File: src/rtl/rv_fetch_unit.sv
// Instruction-fetch front end: credit-limited pipelined imem requests, in-order instruction FIFO,
// redirect flush with stale-response discard. Define FETCH_PERF_EN to add perf counter outputs.
module rv_fetch_unit #(
  parameter int unsigned     XLEN     = 64,
  parameter int unsigned     ILEN     = 32,
  parameter logic [XLEN-1:0] RESET_PC = '0,
  parameter int unsigned     DEPTH    = 4,
  parameter int unsigned     CNT_W    = 3
) (
  input  logic             clk,
  input  logic             reset,
  output logic             imem_req_valid,
  input  logic             imem_req_ready,
  output logic [XLEN-1:0]  imem_req_addr,
  input  logic             imem_rsp_valid,
  input  logic [ILEN-1:0]  imem_rsp_data,
  input  logic             redirect_valid,
  input  logic [XLEN-1:0]  redirect_pc,
  output logic             inst_valid,
  input  logic             inst_ready,
  output logic [ILEN-1:0]  inst_data,
  output logic [XLEN-1:0]  inst_pc,
  output logic [CNT_W-1:0] fifo_count
`ifdef FETCH_PERF_EN
  ,
  output logic [31:0]      perf_stall_cycles,
  output logic [31:0]      perf_flushes,
  output logic [31:0]      perf_discards
`endif
);

  localparam int unsigned     PtrW     = (DEPTH > 1) ? $clog2(DEPTH) : 1;
  localparam logic [CNT_W:0]  DepthSum = (CNT_W + 1)'(DEPTH);
  localparam logic [CNT_W-1:0] DepthCnt = CNT_W'(DEPTH);

  typedef enum logic [0:0] {StRun, StFlush} state_e;

  state_e           state_q, state_d;
  logic             run_q;
  logic [XLEN-1:0]  fetch_pc_q, fetch_pc_d;
  logic [CNT_W-1:0] inflight_q, inflight_d;
  logic [CNT_W-1:0] discard_q, discard_d;
  logic [CNT_W-1:0] count_q, count_d;
  logic [PtrW-1:0]  wr_ptr_q, rd_ptr_q;
  logic [PtrW-1:0]  rpc_wr_q, rpc_rd_q;
  logic             ovf_err_q;

  logic [ILEN-1:0]  data_mem_q [DEPTH];
  logic [XLEN-1:0]  pc_mem_q   [DEPTH];
  logic [XLEN-1:0]  rpc_mem_q  [DEPTH];

  logic             credit_ok;
  logic             req_fire;
  logic             drop_rsp;
  logic             push;
  logic             push_ok;
  logic             overflow;
  logic             pop;
  logic [XLEN-1:0]  rsp_pc;

  // Low address bits of a redirect target are ignored; the overflow flag has no port.
  logic unused_redirect_lsb;
  logic unused_ovf_err;
  assign unused_redirect_lsb = ^redirect_pc[1:0];
  assign unused_ovf_err      = ovf_err_q;

  // run_q holds off the first request until the first edge after reset release.
  assign credit_ok      = ({1'b0, count_q} + {1'b0, inflight_q}) < DepthSum;
  assign imem_req_valid = run_q && credit_ok && !redirect_valid;
  assign imem_req_addr  = fetch_pc_q;
  assign req_fire       = imem_req_valid && imem_req_ready;
  assign rsp_pc         = rpc_mem_q[rpc_rd_q];

  assign inst_valid = (count_q != '0);
  assign inst_data  = data_mem_q[rd_ptr_q];
  assign inst_pc    = pc_mem_q[rd_ptr_q];
  assign fifo_count = count_q;

  // FSM state register.
  always_ff @(posedge clk or negedge reset) begin
    if (!reset) begin
      state_q   <= StRun;
      discard_q <= '0;
    end else begin
      state_q   <= state_d;
      discard_q <= discard_d;
    end
  end

  // FSM next state: discard always tracks the number of stale requests still in flight.
  always_comb begin
    discard_d = discard_q;
    if (redirect_valid) begin
      discard_d = inflight_d;
    end else if (drop_rsp) begin
      discard_d = discard_q - CNT_W'(1);
    end
    state_d = (discard_d != '0) ? StFlush : StRun;
  end

  // FSM outputs: a response arriving with a redirect counts as stale.
  always_comb begin
    drop_rsp = 1'b0;
    unique case (state_q)
      StRun:   drop_rsp = imem_rsp_valid && redirect_valid;
      StFlush: drop_rsp = imem_rsp_valid;
      default: drop_rsp = imem_rsp_valid;
    endcase
  end

  always_comb begin
    push       = imem_rsp_valid && !drop_rsp;
    pop        = inst_valid && inst_ready && !redirect_valid;
    push_ok    = push && ((count_q != DepthCnt) || pop);
    overflow   = push && !push_ok;
    inflight_d = inflight_q + CNT_W'(req_fire) - CNT_W'(imem_rsp_valid);

    if (redirect_valid) begin
      count_d = '0;
    end else begin
      count_d = count_q + CNT_W'(push_ok) - CNT_W'(pop);
    end

    if (redirect_valid) begin
      fetch_pc_d = {redirect_pc[XLEN-1:2], 2'b00};
    end else if (req_fire) begin
      fetch_pc_d = fetch_pc_q + XLEN'(4);
    end else begin
      fetch_pc_d = fetch_pc_q;
    end
  end

  always_ff @(posedge clk or negedge reset) begin
    if (!reset) begin
      run_q      <= 1'b0;
      fetch_pc_q <= RESET_PC;
      inflight_q <= '0;
      count_q    <= '0;
      wr_ptr_q   <= '0;
      rd_ptr_q   <= '0;
      rpc_wr_q   <= '0;
      rpc_rd_q   <= '0;
      ovf_err_q  <= 1'b0;
    end else begin
      run_q      <= 1'b1;
      fetch_pc_q <= fetch_pc_d;
      inflight_q <= inflight_d;
      count_q    <= count_d;
      if (redirect_valid) begin
        wr_ptr_q <= '0;
        rd_ptr_q <= '0;
      end else begin
        if (push_ok) wr_ptr_q <= wr_ptr_q + PtrW'(1);
        if (pop)     rd_ptr_q <= rd_ptr_q + PtrW'(1);
      end
      // The request-PC FIFO is never flushed: stale responses still pop their entry.
      if (req_fire)       rpc_wr_q <= rpc_wr_q + PtrW'(1);
      if (imem_rsp_valid) rpc_rd_q <= rpc_rd_q + PtrW'(1);
      if (overflow)       ovf_err_q <= 1'b1;
    end
  end

  always_ff @(posedge clk or negedge reset) begin
    if (!reset) begin
      for (int unsigned i = 0; i < DEPTH; i++) begin
        data_mem_q[i] <= '0;
        pc_mem_q[i]   <= '0;
        rpc_mem_q[i]  <= '0;
      end
    end else begin
      if (push_ok) begin
        data_mem_q[wr_ptr_q] <= imem_rsp_data;
        pc_mem_q[wr_ptr_q]   <= rsp_pc;
      end
      if (req_fire) rpc_mem_q[rpc_wr_q] <= fetch_pc_q;
    end
  end

`ifdef FETCH_PERF_EN
  logic [31:0] stall_cnt_q, flush_cnt_q, discard_cnt_q;

  always_ff @(posedge clk or negedge reset) begin
    if (!reset) begin
      stall_cnt_q   <= '0;
      flush_cnt_q   <= '0;
      discard_cnt_q <= '0;
    end else begin
      if (imem_req_valid && !imem_req_ready && (stall_cnt_q != '1)) begin
        stall_cnt_q <= stall_cnt_q + 32'd1;
      end
      if (redirect_valid && (flush_cnt_q != '1)) begin
        flush_cnt_q <= flush_cnt_q + 32'd1;
      end
      if (drop_rsp && (discard_cnt_q != '1)) begin
        discard_cnt_q <= discard_cnt_q + 32'd1;
      end
    end
  end

  assign perf_stall_cycles = stall_cnt_q;
  assign perf_flushes      = flush_cnt_q;
  assign perf_discards     = discard_cnt_q;
`endif

endmodule

File: config.mk
export PLATFORM = sky130hd
export DESIGN_NAME = rv_fetch_unit
export DESIGN_NICKNAME = d
export VERILOG_FILES = /design/src/rtl/rv_fetch_unit.sv
export SDC_FILE = /design/constraint.sdc
export NUM_CORES = 1
export LEC_CHECK = 0
export ABC_AREA = 1
export BUFFER_PORTS_ARGS = -buffer_cell sky130_fd_sc_hd__buf_2
export CAP_MARGIN = 20
export CORE_ASPECT_RATIO = 0.8
export CORE_UTILIZATION = 55
export CTS_CLUSTER_SIZE = 30
export DETAILED_ROUTE_END_ITERATION = 8
export GPL_TIMING_DRIVEN = 0
export PLACE_DENSITY_LB_ADDON = 0.1
export SLEW_MARGIN = 10
export SYNTH_ARGS = -nofsm -noshare
export SYNTH_HDL_FRONTEND = slang
export SYNTH_SLANG_ARGS = --single-unit
export TNS_END_PERCENT = 20
File: constraint.sdc
create_clock -name clk -period 2.9 [get_ports clk]
set_clock_uncertainty 0.15 [all_clocks]
set_input_delay 0.145 -clock clk [delete_from_list [all_inputs] [get_ports clk]]
set_output_delay 0.145 -clock clk [all_outputs]
set_load 0.02 [all_outputs]
==> results, run 1 <==
- The run finished, with violations left.
- The checks that failed: setup timing.
- The pre-antenna-repair detailed-routing pass consisted of 6 iterations.
- Cells with a size suffix above 1 make up 12.1% of the layout.
- The post-route core utilization is 66.1%.
- The congestion estimate from routability-driven global placement came to 1.01.
- Summing every instance area after synthesis gives 33,900 um2.
- Setup slack on the worst reg-to-reg path comes out at 0.10 ns.
- For this design the static power due to leakage is 20.0 nW.
- Summing over every cut layer, the via total after detailed routing is 32,700.
- The worst setup path is of the reg2out kind.
- Of the synthesized area, sequential elements account for 52.0%.
- In the final design database the tool counted 4,908 nets.
- The number of CTS-inserted buffers is 72.
- The starting density of the core is 55.6%.
- The buffer depth of the longest clock path is 3.
- The launching instance or port of the critical path is rd_ptr_q[0].
- The maximum number of pins on one net before global-route repair is 111.
- The design draws 41.0 mW.
- The most frequent standard cell in the layout excluding fill and tap cells is sky130_fd_sc_hd__nand2_1.
- In this run the critical register-to-register path is captured at pc_mem_q[170].
- Combinational logic burns 39.2% of the power.
- The final worst setup slack is -0.0276 ns.
- The number of rows in the core area is 81.
- Setup repair after global routing could not meet its margin everywhere.
- The first-iteration detailed-routing DRC count is 3,488.
- In this run, the clock network consumes 23.2% of the power.
- In this run the vertical extent of the chip is 224 um.
- The number of filler instances in the final layout is 5,424.
- STA classifies the critical path endpoint as a primary output.
- Setup total negative slack on the finished layout was measured at -0.0419 ns.
- The shortest clock period the worst path allows after layout is 2.93 ns.
- For the worst setup path, the data required time is 2.61 ns.
- The met3 usage in global routing is 6.52%.
- The timing-limited maximum frequency is 342 MHz.
- In this run the power density over the cells is 1020 nW/um2.
- The largest fanout of any net on the critical path is 10.
- The number of warnings reported in the yosys synthesis log is 0.
- The via count of the first global-routing pass is 30,800.
- The max-slew violation count is 0.
- The register area is 17,600 um2.
- In this run, synthesis produced a sequential element count of 705.
- The tool flagged a number of max-cap violations equal to 0.
- The area of placed instances is 36,500 um2.
- The area growth from synthesis to final layout is 19.0%.
- The top cell types in the final layout, fill and taps aside, are 1,347 x sky130_fd_sc_hd__nand2_1, 703 x sky130_fd_sc_hd__dfrtp_1, 636 x sky130_fd_sc_hd__o21ai_0, 432 x sky130_fd_sc_hd__nor2_1, 332 x sky130_fd_sc_hd__buf_2.
- The busiest layer in global routing is met2.
- The critical path arrival is 2.63 ns.
- The TritonCTS sink count is 705.
- The wire-length estimate of the detail-placed layout is 81,200 um.
- For this run, global-route usage on met2 was measured as 55.9%.
- The net switching power of the design is 17.3 mW.
- In this run the tightest slew margin relative to its limit is 36.9%.
- The area of the multi-input gates is 14,200 um2.
- The capture point of the worst path is inst_data[2].
- The core box area is 61,000 um2.
- The die boundary width is 280 um.
- The mean post-synth cell area is 7.87 um2.
- The number of input and output port buffers inserted is 259.
- The H-tree was split into 3 levels.
- The routing usage on met1 is 54.0%.
- The summed area of non-filler cells in the final layout is 40,300 um2.
- The count of nets left with antenna violations once routing finished came out at 0.
- The count of unresolved DRC violations after routing is 0.
- The number of antenna cells inserted is 0.
- The final count of hold timing violations is 0.
- During I/O placement, the number of pins put on the boundary was 267.
- The switching share of total power is 42.1%.
- The cell chosen for the clock root is sky130_fd_sc_hd__clkbuf_16.
- The final setup violation count is 2.
- The share of total power dissipated in sequential elements is 37.5%.
- The final wirelength is 116,000 um.
- The die covers 62,600 um2.
- The later pin in the worst-skew pair is clocked with a latency of 0.62 ns.
- Across every metal layer, demand over resource in global routing totals 37.2%.
- Of the available clock period, the critical path in the final layout requires 101%.
- The startpoint kind of the worst setup timing path is a flop.
- The number of cells on the worst reg-to-reg path is 7.
- The number of distinct standard cells referenced by the synthesized netlist is 35.
- The largest vdd supply drop is 545 uV.
- TritonCTS built the clock tree.
- The startpoint of the lowest-slack register-to-register path is rpc_rd_q[1].
- In the final routed layout, each cell accounts on average for 20.4 um.
- The tightest hold path in the finished design has a slack of 0.0379 ns.
- Cell internal power was estimated by the tool at 23.8 mW.
- The class of the tightest hold or removal check is in2reg.
- The first global-routing pass estimated 180,000 um of wire.
- The number of instances in the synthesized netlist is 4,310.
- The post-CTS clock slew at the launch and capture registers of the worst setup and hold paths is 0.07 ns.
- Using the TritonRoute via totals, the vias-per-cell ratio works out to 5.77.
- The slew at the pin with the worst max-slew slack is 0.946 ns.
- The initial antenna violation count came to 2.
- After global routing the overflow that remains totals 0.
registers in the layout, indices dropped and copies added (netlist names):
register and cells:
state_q 1, data_mem_q 128, wr_ptr_q 2, imem_req_addr 62
rpc_mem_q 248, rd_ptr_q 2, inflight_q 3, pc_mem_q 248
rpc_wr_q 2, run_q 1, rpc_rd_q 2, discard_q 3
fifo_count 3
final cells by class:
| class | instances | share of cell area [%] |
|---|---|---|
| Buffer | 305 | 4.05 |
| Clock buffer | 94 | 5.02 |
| Clock inverter | 33 | 0.893 |
| Inverter | 158 | 1.49 |
| Multi-Input combinational cell | 3142 | 35.1 |
| Sequential cell | 705 | 43.7 |
| Tap cell | 830 | 2.57 |
| Timing Repair Buffer | 404 | 7.10 |
power groups by stage:
stage	Sequential [mW]	Combinational [mW]	Clock [mW]
finish	15.4	16.1	9.53
global route	15.8	17.7	9.95
CTS	15.3	15.8	9.59
detailed placement	15.5	15.4	0
global placement	15.4	15.1	0
floorplan	15.1	9.79	0
worst min-delay path by stage:
| stage | start | end | slack (ns) | cells past startpoint |
|---|---|---|---|---|
| final | imem_req_ready | imem_req_addr[45] | 0.04 | 7 |
| after global routing | imem_req_ready | imem_req_addr[63] | 0.07 | 7 |
| after CTS | imem_req_ready | imem_req_addr[45] | 0.01 | 7 |
| after detailed placement | reset | pc_mem_q[208] | -0.09 | 1 |
| after global placement | redirect_pc[30] | imem_req_addr[30] | 0.22 | 3 |
| after floorplan | reset | data_mem_q[0] | -0.30 | 0 |
metrics by stage:
stage                     instances  setup slack [ns]
final                          5671           -0.0276
after global routing           5671           -0.0506
after CTS                      5671           -0.0278
after detailed placement       5409            -0.610
after global placement         5402            -14.90
after floorplan                4313           0.00549
metal layers:
layer,wire (um),up-vias
met3,11100,264
met4,4160,2
met5,10,-
met2,51200,1624
met1,49400,15700
li1,-,15100
logic make-up (layout without fill, tap and decap cells):
group | count (synthesis) | in the layout | synth area share (%)
AO/OA/AOI/OAI | 1131 | 1131 | 17.4
buffers and inverters | 466 | 994 | 6.43
flip-flops | 705 | 705 | 52.0
adder cells (fa/ha/maj) | 18 | 18 | 0.709
XOR/XNOR | 28 | 28 | 0.723
AND/OR/NAND/NOR | 1960 | 1960 | 22.7
other | 2 | 5 | 0.0222
worst max-delay path, stage by stage, from the launching register on:
cell and delay [ns]:
sky130_fd_sc_hd__dfrtp_1 0.33, sky130_fd_sc_hd__buf_4 0.26, sky130_fd_sc_hd__buf_4 0.31, sky130_fd_sc_hd__clkbuf_1 0.53, sky130_fd_sc_hd__nor2_1 0.11, sky130_fd_sc_hd__o22ai_1 0.23, sky130_fd_sc_hd__buf_2 0.21
Yosys cell counts (all sizes together):
library cell,number,area share [%]
buf,138,2.8
a22oi,1,0.022
nor3b,1,0.022
ha,16,0.59
xor2,25,0.65
o211ai,11,0.24
clkbuf,170,1.9
o21ai,959,14
a21oi,3,0.044
and3,1,0.018
fa,2,0.12
clkinv,2,0.022
nand3b,4,0.089
o21a,1,0.022
nand4,9,0.17
nand2,1356,15
o22ai,156,2.9
nand3,147,2.2
dfrtp,705,52
nor3,1,0.015
nor2,441,5.1
conb,2,0.022
inv,156,1.7
xnor2,3,0.078
timing repair:
action,in CTS,in global routing
pin swaps,5,4
setup endpoints to repair,100,60
gates resized for setup,33,36
hold buffers,128,0
endpoints found under the hold margin,517,0
buffers inserted,8,2
Note: power is estimated with default switching activity, not from simulation.
==> run 2: changes to the inputs <==
--- a/config.mk
+++ b/config.mk
@@ -13,6 +13,7 @@
 export CTS_CLUSTER_SIZE = 30
 export DETAILED_ROUTE_END_ITERATION = 8
 export GPL_TIMING_DRIVEN = 0
+export MAX_ROUTING_LAYER = met4
 export PLACE_DENSITY_LB_ADDON = 0.1
 export SLEW_MARGIN = 10
 export SYNTH_ARGS = -nofsm -noshare
==> run 2 against run 1 <==
The flow now finishes without violations. Flip-flop and latch count did not move. Wire length up 1.9%. Largest cell class unchanged. Critical path depth decreased by 1. Via count increased by 0.49%. Sequential share of layout area is 0.20 points lower. Power increased by 0.75%. Count of clock-buffer cells in the layout is 14 higher. Clock power up 2.9%. Register-to-register slack got worse by 0.07 ns. Combinational power barely moved.
==> results, run 2 (same netlist as run 1, synthesis figures left out) <==
- The combined global-route utilization of all metal layers is 38.8% (+1.6 points).
- The first-iteration detailed-routing DRC count is 3,556 (+1.9%).
- The power per cell area is 1020 nW/um2 (+0.28%).
- In this run the worst hold path is classified as in2reg.
- The height of the die is 224 um (unchanged).
- The starting density of the core was 55.6% (unchanged).
- The via count of the first global-routing pass came to 31,200 (+1.4%).
- The slew at the pin with the worst max-slew slack is 0.921 ns (-0.0249 ns).
- The share of layout cells above drive strength 1 is 12.0% (-0.12 points).
- The overall die area is 62,600 um2 (unchanged).
- The worst setup path is captured at a primary output.
- The number of CTS-inserted buffers is 73 (+1.4%).
- The post-route worst hold slack came to 0.0821 ns (+0.0443 ns).
- The overall power came to 41.3 mW (+0.75%).
- The max-slew violation count is 0 (unchanged).
- The average detailed-routed wire length per instance is 20.8 um (+1.8%).
- The remaining number of nets flagged by the antenna check after routing came to 0 (unchanged).
- The area growth from synthesis to final layout is 19.6%.
- The tree is rooted in a sky130_fd_sc_hd__clkbuf_16.
- The die boundary width is 280 um (unchanged).
- The total of max-cap violations is 0 (unchanged).
- The leakage power total is 20.1 nW (+0.49%).
- Setup repair after global routing could not meet its margin everywhere.
- The filler-free cell count of the finished design is 5,679 (+0.14%).
- The routability-driven placement congestion ratio is 0.998 (-1.1%).
- The final setup violation count is 0 (-2).
- The maximum number of pins on one net before global-route repair was 106 (-4.5%).
- The largest fanout of any net on the critical path is 10 (unchanged).
- The required arrival time at the worst endpoint is 2.61 ns (about the same).
- The number of input and output port buffers inserted is 259 (unchanged).
- The estimated wirelength of the detail-placed design is 82,000 um (+1.0%).
- The timing-limited maximum frequency came to 346 MHz (+1.2%).
- The TritonCTS sink count is 705 (unchanged).
- The final wirelength came to 118,000 um (+1.9%).
- The number of ports placed on the die boundary is 267 (unchanged).
- The summed area of non-filler cells in the final layout came to 40,500 um2 (+0.47%).
- The count of unresolved DRC violations after routing is 0 (unchanged).
- The critical path arrival is 2.60 ns (-0.03 ns).
- The largest registers in the layout are pc_mem_q x248, rpc_mem_q x248, data_mem_q x128.
- The final count of hold timing violations is 0 (unchanged).
- Leaving out fill and tap cells, the most frequent cell in the layout is sky130_fd_sc_hd__nand2_1.
- The post-CTS clock slew at the launch and capture registers of the worst setup and hold paths is 0.06 ns (about the same).
- The flow ran to the end, and the final reports show no timing, DRC or antenna violations.
- The overall overflow remaining after global route was 0 (unchanged).
- The buffer depth of the longest clock path was 3 (unchanged).
- The largest vdd supply drop is 584 uV (+7.0%).
- The first-pass GRT wire length is 182,000 um (+0.99%).
- The clock insertion delay at the later pin of the skew report came to 0.64 ns (+0.02 ns).
- The core box area is 61,000 um2 (unchanged).
- The setup TNS came to 0 ns (+0.0419 ns).
- The number of rows in the core area is 81 (unchanged).
- The area of placed instances came to 36,500 um2 (unchanged).
- The total number of nets in the final design is 4,914 (+0.12%).
- The startpoint kind of the worst setup timing path is a flop.
- The library cells used most frequently in the layout, excluding fill and tap cells, are 1,347 x sky130_fd_sc_hd__nand2_1, 703 x sky130_fd_sc_hd__dfrtp_1, 636 x sky130_fd_sc_hd__o21ai_0, 432 x sky130_fd_sc_hd__nor2_1, 331 x sky130_fd_sc_hd__buf_2.
- The number of H-tree branching levels was 3 (unchanged).
- The worst-case headroom to the max-slew limit was 38.6% (+1.7 points).
- The number of placed cells counting well taps came to 5,409 (unchanged).
- The shortest clock period the worst path allows after layout was 2.89 ns (-0.0353 ns).
- TritonCTS built the clock tree.
- The initial antenna violation count was 1 (-1).
- The ratio of final minimum period to clock period is 99.7% (-1.2 points).
- The length of the first detailed-routing pass in iterations is 6 (unchanged).
- The kind of critical path is reg2out.
- The routed via count is 32,900 (+0.49%).
- The average vias per placed instance is 5.79 (+0.35%).
run 2: cell count changes in the layout (fill, tap and decap cells not counted), sizes merged, moves of 3 or more:
cell         previous run  this run
clkbuf                264       280
clkinv                 20        11
clkinvlp                7         1
dlygate4sd3           127       130
inv                   158       162
run 2: worst max-delay path, cell delays in order, from the launching register on:
cell and delay (ns):
sky130_fd_sc_hd__dfrtp_1 0.43, sky130_fd_sc_hd__buf_2 0.37, sky130_fd_sc_hd__clkbuf_1 0.43, sky130_fd_sc_hd__o21ai_0 0.20
sky130_fd_sc_hd__o22ai_1 0.31, sky130_fd_sc_hd__buf_2 0.23
run 2: where the power goes:
group	leakage [nW]	internal (mW)	switching (mW)	total, mW
Sequential	9.17	13.4	2.04	15.4
Clock	1.22	5.70	4.11	9.81
Combinational	9.67	4.90	11.2	16.1
run 2: layout make-up:
class	instances	area (um2)
Inverter	158	598
Buffer	305	1630
Clock buffer	108	2190
Multi-Input combinational cell	3143	14200
Clock inverter	21	278
Antenna cell	1	2.50
Sequential cell	705	17600
Timing Repair Buffer	408	2960
Fill cell	5318	20500
Tap cell	830	1040
run 2: path summary, 6_finish.rpt:
kind | cells after the start | end | slack [ns] | startpoint
worst max register to register | 13 | fifo_count[2] | 0.03 | fifo_count[2]
min in group asynchronous | 4 | data_mem_q[93] | 0.53 | reset
worst min register to register | 2 | pc_mem_q[137] | 0.32 | pc_mem_q[137]
max in group asynchronous | 7 | fifo_count[1] | 0.51 | reset
worst min-delay path | 5 | inflight_q[0] | 0.08 | imem_req_ready
worst max-delay path | 5 | inst_pc[3] | 0.008 | rd_ptr_q[1]
run 2: repair_timing:
item                                    CTS  global route
hold buffers                            132             0
buffers inserted                          4             4
pin swaps                                 1             2
hold endpoints to repair                521             0
endpoints found under the setup margin  100           152
gates cloned                              0             3
resized for setup                        31            28
run 2: per-layer routing:
layer / part of all wire (%) / GRT usage [%]
met1: 42 / 54.3
met2: 44 / 56.9
met3: 9.7 / 6.93
met4: 3.6 / 14.0
met5: 0 / -
run 2: through the flow:
stage | util, % | worst slack [ns]
floorplan | - | 0.00549
global placement | 59.5 | -14.89
detailed placement | 59.8 | -0.628
CTS | 66.2 | -0.0111
global route | 66.4 | -0.0674
finish | 66.4 | 0.00775
